## config.mk

```make
export PLATFORM = sky130hd
export DESIGN_NAME = weight_updater
export DESIGN_NICKNAME = d
export VERILOG_FILES = /design/src/rtl/weight_updater_pkg.sv /design/src/rtl/weight_update_cell.sv /design/src/rtl/weight_updater.sv
export SDC_FILE = /design/constraint.sdc
export NUM_CORES = 1
export LEC_CHECK = 0
export BUFFER_PORTS_ARGS = -buffer_cell sky130_fd_sc_hd__buf_2
export CORE_MARGIN = 5
export CORE_UTILIZATION = 50
export CTS_BUF_LIST = sky130_fd_sc_hd__clkbuf_8 sky130_fd_sc_hd__clkbuf_16
export CTS_CLUSTER_SIZE = 14
export DETAILED_ROUTE_END_ITERATION = 7
export PLACE_DENSITY_LB_ADDON = 0.1
export RECOVER_POWER = 25
export SETUP_SLACK_MARGIN = 0.4
export SLEW_MARGIN = 20
export SYNTH_ARGS = -nofsm -noshare
export SYNTH_HDL_FRONTEND = slang
export SYNTH_SLANG_ARGS = --single-unit
export TNS_END_PERCENT = 30
```

## constraint.sdc

```tcl
create_clock -name clk -period 5.1 [get_ports clk]
set_input_delay 1.53 -clock clk [delete_from_list [all_inputs] [get_ports clk]]
set_output_delay 1.53 -clock clk [all_outputs]
set_load 0.01 [all_outputs]
```

## src/rtl/weight_updater_pkg.sv

```systemverilog
// Shared helpers for the weight update stage.
// State encodings, width helpers and signed saturation.
package weight_updater_pkg;

    localparam logic [1:0] ST_IDLE  = 2'd0;
    localparam logic [1:0] ST_RUN   = 2'd1;
    localparam logic [1:0] ST_DRAIN = 2'd2;
    localparam logic [1:0] ST_DONE  = 2'd3;

    function automatic int clog2(input int value);
        int r;
        r = 0;
        for (int v = value - 1; v > 0; v = v >> 1) begin
            r = r + 1;
        end
        return r;
    endfunction

    // Counters never collapse to zero width, even for a single row/column.
    function automatic int cnt_width(input int value);
        int r;
        r = clog2(value);
        return (r > 0) ? r : 1;
    endfunction

    function automatic logic signed [31:0] saturate(
        input logic signed [31:0] value,
        input int                 width
    );
        logic signed [31:0] hi;
        logic signed [31:0] lo;
        hi = (32'sd1 <<< (width - 1)) - 32'sd1;
        lo = -hi - 32'sd1;
        if (value > hi) begin
            return hi;
        end
        if (value < lo) begin
            return lo;
        end
        return value;
    endfunction

endpackage

```

## src/rtl/weight_update_cell.sv

```systemverilog
// Combinational datapath: delta*activation product, learning-rate
// shift, weight add and saturation with an overflow indication.
module weight_update_cell
    import weight_updater_pkg::*;
#(
    parameter int DELTA_WIDTH  = 10,
    parameter int ACT_WIDTH    = 9,
    parameter int WEIGHT_WIDTH = 16,
    parameter int SHIFT        = 3,
    parameter int PROD_WIDTH   = DELTA_WIDTH + ACT_WIDTH + 1
) (
    input  logic signed [DELTA_WIDTH-1:0]  delta_i,
    input  logic        [ACT_WIDTH-1:0]    act_i,
    output logic signed [PROD_WIDTH-1:0]   prod_o,
    input  logic signed [PROD_WIDTH-1:0]   prod_i,
    input  logic signed [WEIGHT_WIDTH-1:0] weight_i,
    output logic signed [WEIGHT_WIDTH-1:0] weight_o,
    output logic                           ovf_o
);

    localparam int SW = ((PROD_WIDTH > WEIGHT_WIDTH) ? PROD_WIDTH : WEIGHT_WIDTH) + 1;

    logic signed [PROD_WIDTH-1:0] d_ext;
    logic signed [PROD_WIDTH-1:0] a_ext;
    logic signed [PROD_WIDTH-1:0] upd;
    logic signed [SW-1:0]         sum;
    logic signed [31:0]           sum_w;
    logic signed [31:0]           sat;

    // Activation is unsigned, so it is zero-extended before the signed multiply.
    assign d_ext  = {{(PROD_WIDTH - DELTA_WIDTH){delta_i[DELTA_WIDTH-1]}}, delta_i};
    assign a_ext  = {{(PROD_WIDTH - ACT_WIDTH){1'b0}}, act_i};
    assign prod_o = d_ext * a_ext;

    assign upd   = prod_i >>> SHIFT;
    assign sum   = SW'(weight_i) + SW'(upd);
    assign sum_w = 32'(sum);
    assign sat   = saturate(sum_w, WEIGHT_WIDTH);

    assign weight_o = sat[WEIGHT_WIDTH-1:0];
    assign ovf_o    = (sat != sum_w);

endmodule

```

## src/rtl/weight_updater.sv

```systemverilog
// weight_updater: applies the outer-product gradient step to every
// weight once through a read / multiply / add-and-write pipeline.
module weight_updater
    import weight_updater_pkg::*;
#(
    parameter int NEURON_NUM        = 5,
    parameter int INPUT_NUM         = 5,
    parameter int DELTA_CELL_WIDTH  = 10,
    parameter int ACTIVATION_WIDTH  = 9,
    parameter int WEIGHT_CELL_WIDTH = 16,
    parameter int FRACTION_WIDTH    = 0,
    parameter int LEARN_RATE_SHIFT  = 3,
    parameter int ADDR_WIDTH        = clog2(NEURON_NUM * INPUT_NUM)
) (
    input  logic                                   clk,
    input  logic                                   rst,
    input  logic [NEURON_NUM*DELTA_CELL_WIDTH-1:0] delta,
    input  logic                                   delta_valid,
    output logic                                   delta_ready,
    input  logic [INPUT_NUM*ACTIVATION_WIDTH-1:0]  a,
    input  logic                                   a_valid,
    output logic                                   a_ready,
    output logic                                   w_rd_en,
    output logic [ADDR_WIDTH-1:0]                  w_rd_addr,
    input  logic [WEIGHT_CELL_WIDTH-1:0]           w_rd_data,
    output logic                                   w_wr_en,
    output logic [ADDR_WIDTH-1:0]                  w_wr_addr,
    output logic [WEIGHT_CELL_WIDTH-1:0]           w_wr_data,
    output logic                                   done,
    output logic                                   error
);

    localparam int DW = DELTA_CELL_WIDTH;
    localparam int AW = ACTIVATION_WIDTH;
    localparam int WW = WEIGHT_CELL_WIDTH;
    localparam int PW = DW + AW + 1;
    localparam int T  = NEURON_NUM * INPUT_NUM;
    localparam int NW = cnt_width(NEURON_NUM);
    localparam int IW = cnt_width(INPUT_NUM);

    logic [1:0]             state_q, state_d;
    logic [ADDR_WIDTH-1:0]  k_q, k_d;
    logic [NW-1:0]          n_q, n_d;
    logic [IW-1:0]          i_q, i_d;
    logic [NEURON_NUM*DW-1:0] delta_q, delta_d;
    logic [INPUT_NUM*AW-1:0]  a_q, a_d;
    logic                   error_q;

    logic                   s2_vld_q;
    logic [ADDR_WIDTH-1:0]  s2_addr_q;
    logic signed [DW-1:0]   s2_d_q;
    logic [AW-1:0]          s2_a_q;

    logic                   s3_vld_q;
    logic [ADDR_WIDTH-1:0]  s3_addr_q;
    logic signed [WW-1:0]   s3_w_q;
    logic signed [PW-1:0]   s3_p_q;

    logic                   rd_fire;
    logic                   accept;
    logic [DW-1:0]          d_sel;
    logic [AW-1:0]          a_sel;
    logic signed [PW-1:0]   prod;
    logic signed [WW-1:0]   upd_w;
    logic                   ovf;

    assign rd_fire = (state_q == ST_RUN);
    assign accept  = (state_q == ST_IDLE) && delta_valid && a_valid;
    assign d_sel   = delta_q[n_q * DW +: DW];
    assign a_sel   = a_q[i_q * AW +: AW];

    always_comb begin
        state_d = state_q;
        k_d     = k_q;
        n_d     = n_q;
        i_d     = i_q;
        delta_d = delta_q;
        a_d     = a_q;
        unique case (state_q)
            ST_IDLE: begin
                if (accept) begin
                    state_d = ST_RUN;
                    delta_d = delta;
                    a_d     = a;
                    k_d     = '0;
                    n_d     = '0;
                    i_d     = '0;
                end
            end
            ST_RUN: begin
                k_d = k_q + ADDR_WIDTH'(1);
                if (i_q == IW'(INPUT_NUM - 1)) begin
                    i_d = '0;
                    n_d = n_q + NW'(1);
                end else begin
                    i_d = i_q + IW'(1);
                end
                if (k_q == ADDR_WIDTH'(T - 1)) begin
                    state_d = ST_DRAIN;
                    k_d     = '0;
                    n_d     = '0;
                    i_d     = '0;
                end
            end
            // The last read is still in S2 on the first drain cycle.
            ST_DRAIN: begin
                if (!s2_vld_q) begin
                    state_d = ST_DONE;
                end
            end
            ST_DONE: begin
                state_d = ST_IDLE;
            end
            default: begin
                state_d = ST_IDLE;
            end
        endcase
    end

    always_ff @(posedge clk) begin
        if (!rst) begin
            state_q   <= ST_IDLE;
            k_q       <= '0;
            n_q       <= '0;
            i_q       <= '0;
            delta_q   <= '0;
            a_q       <= '0;
            error_q   <= 1'b0;
            s2_vld_q  <= 1'b0;
            s2_addr_q <= '0;
            s2_d_q    <= '0;
            s2_a_q    <= '0;
            s3_vld_q  <= 1'b0;
            s3_addr_q <= '0;
            s3_w_q    <= '0;
            s3_p_q    <= '0;
        end else begin
            state_q   <= state_d;
            k_q       <= k_d;
            n_q       <= n_d;
            i_q       <= i_d;
            delta_q   <= delta_d;
            a_q       <= a_d;
            error_q   <= error_q | (s3_vld_q & ovf);
            s2_vld_q  <= rd_fire;
            s2_addr_q <= k_q;
            s2_d_q    <= d_sel;
            s2_a_q    <= a_sel;
            s3_vld_q  <= s2_vld_q;
            s3_addr_q <= s2_addr_q;
            s3_w_q    <= w_rd_data;
            s3_p_q    <= prod;
        end
    end

    weight_update_cell #(
        .DELTA_WIDTH  (DW),
        .ACT_WIDTH    (AW),
        .WEIGHT_WIDTH (WW),
        .SHIFT        (FRACTION_WIDTH + LEARN_RATE_SHIFT),
        .PROD_WIDTH   (PW)
    ) u_cell (
        .delta_i  (s2_d_q),
        .act_i    (s2_a_q),
        .prod_o   (prod),
        .prod_i   (s3_p_q),
        .weight_i (s3_w_q),
        .weight_o (upd_w),
        .ovf_o    (ovf)
    );

    // Strobes are gated by rst so a mid-pass reset silences them at once.
    assign delta_ready = (state_q == ST_IDLE) & rst;
    assign a_ready     = (state_q == ST_IDLE) & rst;
    assign w_rd_en     = rd_fire & rst;
    assign w_rd_addr   = k_q;
    assign w_wr_en     = s3_vld_q & rst;
    assign w_wr_addr   = s3_addr_q;
    assign w_wr_data   = s3_vld_q ? upd_w : '0;
    assign done        = (state_q == ST_DONE) & rst;
    assign error       = error_q & rst;

endmodule

```

==> results_dict.tcl, run 1 <==
set metrics [dict create \
    p_leak_uw 0.00600 \
    grt_pass1_vias 8642 \
    via_per_inst 5.09 \
    crit_fanout 5 \
    status "finished, violations left" \
    ant_nets 0 \
    finClkSkew_ns 0.0206 \
    postCtsHoldBufs 0 \
    die_w_um 160 \
    grt_max_degree 120 \
    htreeDepth 4 \
    drt_drc_violations_left 0 \
    reg2reg_to "s3_p_q[14]" \
    post_layout_nonfiller_instances 1704 \
    antenna_found_initial 0 \
    rsz0062_at_grt "true" \
    clkSinkCount 173 \
    clk_latency_ns 0.44 \
    syn_area_um2 11300 \
    p_comb_frac 0.185 \
    cp_data_arrival_time_ns 5.29 \
    synth_top_cell_area_share 0.307 \
    area_delta_synth_final_pct 20.7 \
    slew_viol_final 120 \
    firstDrtPassIters 5 \
    sw_frac_of_total 0.325 \
    ys_warn_count 0 \
    synth_cell_types 57 \
    p_int_uw 2440 \
    cp.required_ns 5.44 \
    clk_pin_slew_ns 0.08 \
    port_buffers 146 \
    synthMostInstantiatedCell "nand2_1" \
    total_power_uw 3610 \
    core_um2 22400 \
    syn_avg_cell_area_um2 8.97 \
    rrSetupSlack_ns 0.14 \
    vias 8681 \
    synth_area_leaders "dfxtp_1 (31%), fa_1 (14%), nand2_1 (8.3%)" \
    fin_crit_ns 4.96 \
    syn_nets 1524 \
    hold_class "register to register" \
    drv_cap 1 \
    routedWlPerCell_um 15.0 \
    fin_crit_sh 0.972 \
    crit_start "s2_a_q[3]" \
    powerDensity_nw_per_um2 265 \
    p_clk_frac 0.386 \
    synth-seq-cells 173 \
    die_area_um2 25700 \
    drive_gt1_frac 0.225 \
    irDropWorstVdd_v 0.000180 \
    final_util 0.607 \
    cts_tree "yes" \
    gp_congestion 0.851 \
    reg2reg_from "s2_a_q[3]" \
    finalSetupViolCount 0 \
    num_antenna_cells 0 \
    cts_made_buffers 17 \
    rows 55 \
    power.switching_uw 1180 \
    failed_checks "max-capacitance violations, max-slew violations" \
    synth_edf_count 0 \
    die_y_um 160 \
    synth_commonest_cells "nand2_1 (249), dfxtp_1 (173), inv_1 (120)" \
    synthArstFlopShare 0 \
    dp_cells 1647 \
    fmax_mhz 202 \
    reg2reg_depth 18 \
    overflow 0 \
    initial_core_util 0.503 \
    synthCells 1258 \
    worst_setup_path_end_kind "register" \
    p_seq_frac 0.429 \
    crit_end "s3_p_q[14]" \
    worstSetupPathType "register to register" \
    grt_first_pass_wirelength_um 42100 \
    dp_hpwl_um 18600 \
    tns_ns 0 \
    nNetsFinal 1672 \
    tightestPinTransition_ns 1.92 \
    yosysSeqAreaShare 0.307 \
    synth_ff_type "dfxtp_1" \
    pin_count 147 \
    drtIter0Drc 413 \
    max_slew_margin -0.278 \
    hold_ws_ns 0.426 \
    hold_viol 0 \
    critPathLaunchType "register" \
    cts.path.max_buffers 2 \
    drt_wl_total_um 25500 \
    yosys.area.top_type "dfxtp_1" \
    grtUsageTotal 0.197 \
    cts_root_buf "clkbuf_16" \
]
==> registers in the layout, indices dropped and copies added, names as in the netlist, 2 cells and up <==
register   cells
s2_addr_q      5
w_wr_addr      5
w_rd_addr      5
a_q           45
i_q            3
s3_p_q        17
s2_d_q        10
s2_a_q         9
state_q        2
s3_w_q        16
n_q            3
delta_q       50
==> worst min path at each step <==
stage	startpoint	end	cells past startpoint
after floorplan	s2_addr_q[0]	w_wr_addr[0]	1
after global placement	s2_addr_q[0]	w_wr_addr[0]	1
after detailed placement	s2_addr_q[2]	w_wr_addr[2]	1
after CTS	s2_addr_q[2]	w_wr_addr[2]	1
after global routing	s2_addr_q[2]	w_wr_addr[2]	1
final	s2_addr_q[2]	w_wr_addr[2]	1
==> layer usage <==
| layer | GRT usage | part of all wire | up-vias |
|---|---|---|---|
| met2 | 0.338 | 0.49 | 158 |
| li1 | - | - | 4404 |
| met4 | 0.0422 | 0.012 | 0 |
| met5 | 0 | 0 | - |
| met1 | 0.266 | 0.46 | 4096 |
| met3 | 0.0299 | 0.035 | 23 |
==> power groups by stage <==
stage          Clock [uW]  Combinational, uW  Sequential, uW
2_1_floorplan           0                469            1530
3_3_place_gp            0                617            1580
3_5_place_dp            0                624            1580
4_1_cts              1430                641            1550
5_1_grt              1480                751            1570
6_report             1400                669            1550
==> stage by stage <==
step	area (um^2)	worst slack, ns
final	13600	0.144
after global routing	13600	-0.0572
after CTS	13300	0.175
after detailed placement	12300	-0.0239
after global placement	12300	0.0628
after floorplan	11300	0.249
==> cells in the final DEF (no fill, tap or decap), drive strengths merged, types with 16 or more instances in the layout <==
cell type  netlist  routed
ha              70      70
buf             11     179
a21oi           29      29
fa              81      81
xor2            16      16
a21boi          96      96
a22oi           21      21
and2            98      98
dfxtp          173     173
clkbuf          53      31
o21a            23      23
xnor2           19      19
nor2b           28      28
nor2            39      39
o21ai           23      23
nand2          249     249
inv            120     130
mux4            19      19
==> kinds of logic (layout without fill, tap and decap cells) <==
family,after synthesis,in the layout,share of synthesized area
AO/OA/AOI/OAI,235,235,0.151
flip-flops,173,173,0.307
multiplexers,21,21,0.0397
XOR/XNOR,35,35,0.0278
buffers and inverters,184,345,0.0622
AND/OR/NAND/NOR,459,459,0.191
adder cells (fa/ha/maj),151,151,0.221
==> repair_timing <==
action | 4_1_cts | 5_1_grt
pin swaps | 19 | 62
cloned | 0 | 1
gates resized for setup | 41 | 63
buffers inserted | 18 | 6
setup endpoints to repair | 24 | 24
==> layout make-up <==
| cell class | instances | area, um^2 |
|---|---|---|
| tap | 285 | 357 |
| multi-input combinational | 901 | 7560 |
| sequential | 173 | 3490 |
| clock inverter | 15 | 215 |
| clock buffer | 17 | 425 |
| inverter | 120 | 450 |
| fill | 1990 | 8820 |
| timing repair buffer | 193 | 1120 |
==> critical path, cell delays in order, from the launching register on <==
cell and delay [ns]:
dfxtp_4 0.39, nand2_4 0.05, fa_1 0.52, inv_1 0.05, fa_1 0.49, inv_1 0.05
fa_1 0.45, fa_1 0.49, inv_1 0.05, fa_1 0.51, ha_4 0.21, a21o_4 0.23
a211oi_4 0.23, nor2_2 0.08, a311oi_2 0.31, nor2_1 0.10, o21a_1 0.19, or3_1 0.29
and3_1 0.16
No activity file was read; power rests on OpenSTA's default activity.
==> run 2, diff against run 1 <==
--- a/config.mk
+++ b/config.mk
@@ -13,7 +13,6 @@
 export DETAILED_ROUTE_END_ITERATION = 7
 export PLACE_DENSITY_LB_ADDON = 0.1
 export RECOVER_POWER = 25
-export SETUP_SLACK_MARGIN = 0.4
 export SLEW_MARGIN = 20
 export SYNTH_ARGS = -nofsm -noshare
 export SYNTH_HDL_FRONTEND = slang
==> run 2 against run 1 <==
Effect of this change: the flow still finishes with violations (max-capacitance violations, max-slew violations); clock skew decreased by 0.0038 ns; final cell count decreased by 0.70%; flip-flop and latch count unchanged; cell area decreased by 3.2%; register-to-register slack got worse by 0.12 ns; non-clock buffer count decreased by 12; routed wire length decreased by 1.5%; critical path type unchanged; critical endpoint unchanged; largest cell class unchanged.
==> results_dict.tcl, run 2 (synthesis results as in run 1) <==
set metrics [dict create \
    layout_commonest_cell "nand2_1" \
    num_antenna_cells 0 \
    cp_common_cell "fa_1" \
    drt_wl_total_um 25100 \
    dp_hpwl_um 18700 \
    overflow 0 \
    cp_slowest_cell "fa_1" \
    reg2reg_depth 18 \
    vias 8748 \
    tightestPinTransition_ns 1.95 \
    pin_count 147 \
    post_layout_nonfiller_instances 1692 \
    final_cell_mix "nand2_1 (248), dfxtp_1 (163), buf_2 (135)" \
    clk_latency_ns 0.45 \
    die_area_um2 25700 \
    slowest_delay_ns 0.57 \
    tns_ns 0 \
    cp_num_buf_inv 3 \
    dp_cells 1650 \
    via_per_inst 5.17 \
    die_w_um 160 \
    die_y_um 160 \
    ant_nets 0 \
    firstDrtPassIters 5 \
    core_um2 22400 \
    finalInstanceArea_um2 13200 \
    drtIter0Drc 433 \
    grt_pass1_vias 8847 \
    clkSinkCount 173 \
    routedWlPerCell_um 14.8 \
    fill_cells 2091 \
    grtUsageTotal 0.198 \
    cts_tree "yes" \
    largest-register "delta_q" \
    cts.path.max_buffers 2 \
    crit_start "s2_a_q[1]" \
    antenna_found_initial 0 \
    cts_root_buf "clkbuf_16" \
    path_depth 18 \
    crit_fanout 4 \
    gp_congestion 0.866 \
    irDropWorstVdd_v 0.000180 \
    rows 55 \
    total_power_uw 3570 \
    failed_checks "max-capacitance violations, max-slew violations" \
    area_delta_synth_final_pct 16.8 \
    worstSetupPathType "register to register" \
    htreeDepth 4 \
    rrSetupSlack_ns 0.02 \
    critical_path.top_delay_family "adder cells" \
    final_util 0.588 \
    nNetsFinal 1660 \
    initial_core_util 0.503 \
    critPathLaunchType "register" \
    powerDensity_nw_per_um2 271 \
    clk_pin_slew_ns 0.08 \
    placed_area_um2 12300 \
    hold_viol 0 \
    reg2reg_from "s2_a_q[1]" \
    crit_end "s3_p_q[14]" \
    postCtsHoldBufs 0 \
    fmax_mhz 197 \
    slew_viol_final 218 \
    reg2reg_to "s3_p_q[14]" \
    p_leak_uw 0.00590 \
    largest_reg_flops 50 \
    cts_made_buffers 17 \
    worstPathCellList "nand2_1, fa_1, inv_1, fa_1, inv_2, fa_1, fa_1, inv_2, fa_1, ha_4, a21o_4, a211oi_2, nor2_2, a311oi_2, nor2_1, o21a_1, or3_1, and3_1" \
    max_slew_margin -0.302 \
    cp.required_ns 5.43 \
    fin_crit_ns 5.08 \
    cp_data_arrival_time_ns 5.41 \
    worst_setup_path_end_kind "register" \
    drive_gt1_frac 0.192 \
    rsz0062_at_grt "true" \
    port_buffers 146 \
    reg_top3 "delta_q x50, a_q x45, s3_p_q x17" \
    drt_drc_violations_left 0 \
    grt_first_pass_wirelength_um 42300 \
    hold_class "register to register" \
    status "finished, violations left" \
    grt_max_degree 121 \
    finClkSkew_ns 0.0168 \
    drv_cap 2 \
    finalSetupViolCount 0 \
    fin_crit_sh 0.996 \
]
## run 2: worst register-to-register path, delay by kind of cell, from the launching register on
family / cells / cell delay [ns]
and+or+nand+nor: 5 / 0.78
buffers and inverters: 3 / 0.14
DFF: 1 / 0.37
AOI/OAI and AO/OA: 4 / 0.95
adders and majority gates: 6 / 2.74
## run 2: stage by stage
stage,setup slack (ns),hold WS [ns]
2_1_floorplan,0.0273,0.412
3_3_place_gp,-0.0484,0.414
3_5_place_dp,-0.103,0.422
4_1_cts,-0.0198,0.440
5_1_grt,-0.195,0.457
6_report,0.0198,0.437
## run 2: worst min-delay path by stage
stage | endpoint | cells after the start | from | slack, ns
after detailed placement | w_wr_addr[2] | 1 | s2_addr_q[2] | 0.42
after global placement | w_wr_addr[1] | 1 | s2_addr_q[1] | 0.41
final | w_wr_addr[0] | 1 | s2_addr_q[0] | 0.44
after floorplan | w_wr_addr[0] | 1 | s2_addr_q[0] | 0.41
after global routing | w_wr_addr[3] | 1 | s2_addr_q[3] | 0.46
after CTS | w_wr_addr[2] | 1 | s2_addr_q[2] | 0.44
## run 2: cell type report
type / instances / area, um^2 / area share
flip-flops and latches: 173 / 3480 / 0.264
multi-input cells: 901 / 7260 / 0.551
clock buffers: 17 / 425 / 0.0323
clock inverters: 15 / 218 / 0.0165
repair buffers: 181 / 993 / 0.0754
well taps: 285 / 357 / 0.0271
inverters: 120 / 450 / 0.0342
## run 2: metal layers
| layer | routed length, um | part of all wire | global-route usage |
|---|---|---|---|
| met1 | 11500 | 0.46 | 0.262 |
| met2 | 12400 | 0.49 | 0.340 |
| met3 | 895 | 0.036 | 0.0343 |
| met4 | 377 | 0.015 | 0.0493 |
| met5 | 0 | 0 | 0 |
## run 2: report_power, final
part | internal, uW | switching (uW)
logic | 267 | 363
registers | 1460 | 86.8
clock network | 690 | 700
total | 2420 | 1150
## run 2: what timing repair did
action,in CTS,in global routing
gates cloned,1,0
setup endpoints to repair,20,22
endpoints found under the hold margin,0,0
buffers inserted,3,6
pin swaps,8,18
gates resized for setup,6,37
==> run 3, diff against run 2 <==
--- a/config.mk
+++ b/config.mk
@@ -6,7 +6,6 @@
 export NUM_CORES = 1
 export LEC_CHECK = 0
 export BUFFER_PORTS_ARGS = -buffer_cell sky130_fd_sc_hd__buf_2
-export CORE_MARGIN = 5
 export CORE_UTILIZATION = 50
 export CTS_BUF_LIST = sky130_fd_sc_hd__clkbuf_8 sky130_fd_sc_hd__clkbuf_16
 export CTS_CLUSTER_SIZE = 14
==> run 3 against run 2 <==
Effect of this change: the run ends with design-rule violations, max-capacitance violations, max-slew violations left; first-iteration DRC count is 5.5% higher; setup slack better by 0.10 ns; non-clock buffer count is 2 higher.
==> results_dict.tcl, run 3 (synthesis results as in run 1) <==
set metrics [dict create \
    status "finished, violations left" \
    worst_setup_path_end_kind "register" \
    irDropWorstVdd_v 0.000173 \
    dp_hpwl_um 18900 \
    layout_commonest_cell "nand2_1" \
    rows 54 \
    drive_gt1_frac 0.195 \
    failed_checks "design-rule violations, max-capacitance violations, max-slew violations" \
    worstHoldEndpoint "w_wr_addr[4]" \
    post_layout_nonfiller_instances 1689 \
    fmax_mhz 201 \
    fin_crit_ns 4.98 \
    fill_cells 1948 \
    drt_drc_violations_left 7 \
    sw_frac_of_total 0.321 \
    cts_tree "yes" \
    largest-register "delta_q" \
    powerDensity_nw_per_um2 270 \
    port_buffers 146 \
    gp_congestion 0.853 \
    grtUsageTotal 0.220 \
    p_leak_uw 0.00589 \
    cts_root_buf "clkbuf_16" \
    power.switching_uw 1140 \
    grt_first_pass_wirelength_um 41200 \
    clk_latency_ns 0.44 \
    reg2reg_to "s3_p_q[14]" \
    clkSinkCount 173 \
    htreeDepth 4 \
    die_area_um2 23200 \
    core_um2 22000 \
    p_int_uw 2420 \
    placed_area_um2 12300 \
    p_clk_frac 0.389 \
    layout.area.seq_um2 3480 \
    tns_ns 0 \
    reg2reg_from "s2_a_q[1]" \
    cts.path.max_buffers 2 \
    rsz0062_at_grt "true" \
    postCtsHoldBufs 0 \
    finalSetupViolCount 0 \
    p_comb_frac 0.177 \
    routedWlPerCell_um 14.7 \
    hold_class "register to register" \
    fin_crit_sh 0.976 \
    slew_viol_final 215 \
    grt_pass1_vias 8584 \
    num_antenna_cells 0 \
    overflow 0 \
    antenna_found_initial 0 \
    area_delta_synth_final_pct 16.8 \
    crit_fanout 4 \
    vias 8687 \
    reg_top3 "delta_q x50, a_q x45, s3_p_q x17" \
    firstDrtPassIters 7 \
    max_slew_margin -0.288 \
    cts_made_buffers 17 \
    final_cell_mix "nand2_1 (247), dfxtp_1 (163), buf_2 (134)" \
    clk_pin_slew_ns 0.07 \
    tightestPinTransition_ns 1.93 \
    die_w_um 152 \
    nNetsFinal 1662 \
    p_seq_frac 0.434 \
    final_util 0.600 \
    dp_cells 1648 \
    finalInstanceArea_um2 13200 \
    worstSetupPathType "register to register" \
    largest_reg_flops 50 \
    finClkSkew_ns 0.0158 \
    min_path_cells 1 \
    initial_core_util 0.514 \
    drt_wl_total_um 24900 \
    cp.required_ns 5.43 \
    reg2reg_depth 18 \
    total_power_uw 3560 \
    ant_nets 0 \
    min_from "s2_addr_q[4]" \
    grt_max_degree 118 \
    pin_count 147 \
    die_y_um 152 \
    multi_input_comb_area_um2 7260 \
    hold_viol 0 \
    drv_cap 2 \
    critPathLaunchType "register" \
    cp_data_arrival_time_ns 5.31 \
    drtIter0Drc 457 \
    rrSetupSlack_ns 0.12 \
    via_per_inst 5.14 \
]
==> run 3: timing repair <==
action                     in CTS  in global routing
setup buffers                   2                  7
gates resized for setup         8                 36
setup endpoints to repair      20                 21
pin swaps                       9                 19
hold endpoints to repair        0                  0
==> run 3: layout make-up <==
class | count | area share
Clock buffer | 17 | 0.0323
Multi-Input combinational cell | 901 | 0.551
Timing Repair Buffer | 183 | 0.0761
Clock inverter | 15 | 0.0163
Tap cell | 280 | 0.0266
Inverter | 120 | 0.0342
Sequential cell | 173 | 0.264
==> run 3: worst max-delay path, cell delays in order (launching register included) <==
cell	delay, ns
dfxtp_2	0.34
nand2_2	0.06
fa_1	0.55
inv_2	0.04
fa_1	0.51
inv_2	0.05
fa_1	0.46
fa_1	0.51
inv_2	0.04
fa_1	0.57
ha_4	0.21
a21o_4	0.23
nor3_1	0.12
o21ai_1	0.14
a311oi_2	0.28
nor2_1	0.10
o21a_1	0.21
or3_1	0.29
and3_1	0.16
==> run 3: how the worst max path moves through the flow <==
stage,start,to,slack (ns),depth (start not counted)
after global placement,s2_d_q[5],s3_p_q[14],-0.02,18
after CTS,s2_d_q[5],s3_p_q[14],0.002,18
after detailed placement,s2_d_q[5],s3_p_q[19],-0.08,18
after floorplan,s2_a_q[3],s3_p_q[14],0.03,19
final,s2_a_q[1],s3_p_q[14],0.12,18
after global routing,s3_p_q[7],w_wr_data[0],-0.02,13
==> run 3: power groups by stage <==
stage	Combinational [uW]	Sequential, uW	Clock [uW]
3_3_place_gp	618	1570	0
4_1_cts	630	1550	1410
5_1_grt	720	1560	1460
2_1_floorplan	466	1530	0
6_report	631	1550	1380
3_5_place_dp	626	1580	0
==> run 3: through the flow <==
| stage | setup WS (ns) | hold slack (ns) |
|---|---|---|
| floorplan | 0.0273 | 0.412 |
| global placement | -0.0219 | 0.414 |
| detailed placement | -0.0796 | 0.421 |
| CTS | 0.00164 | 0.440 |
| global route | -0.0215 | 0.448 |
| finish | 0.125 | 0.436 |
==> run 3: layer usage <==
metal / wire length, um / global-route usage
met1: 11300 / 0.283
met4: 422 / 0.0583
met2: 12500 / 0.387
met3: 738 / 0.0299
met5: 0 / 0
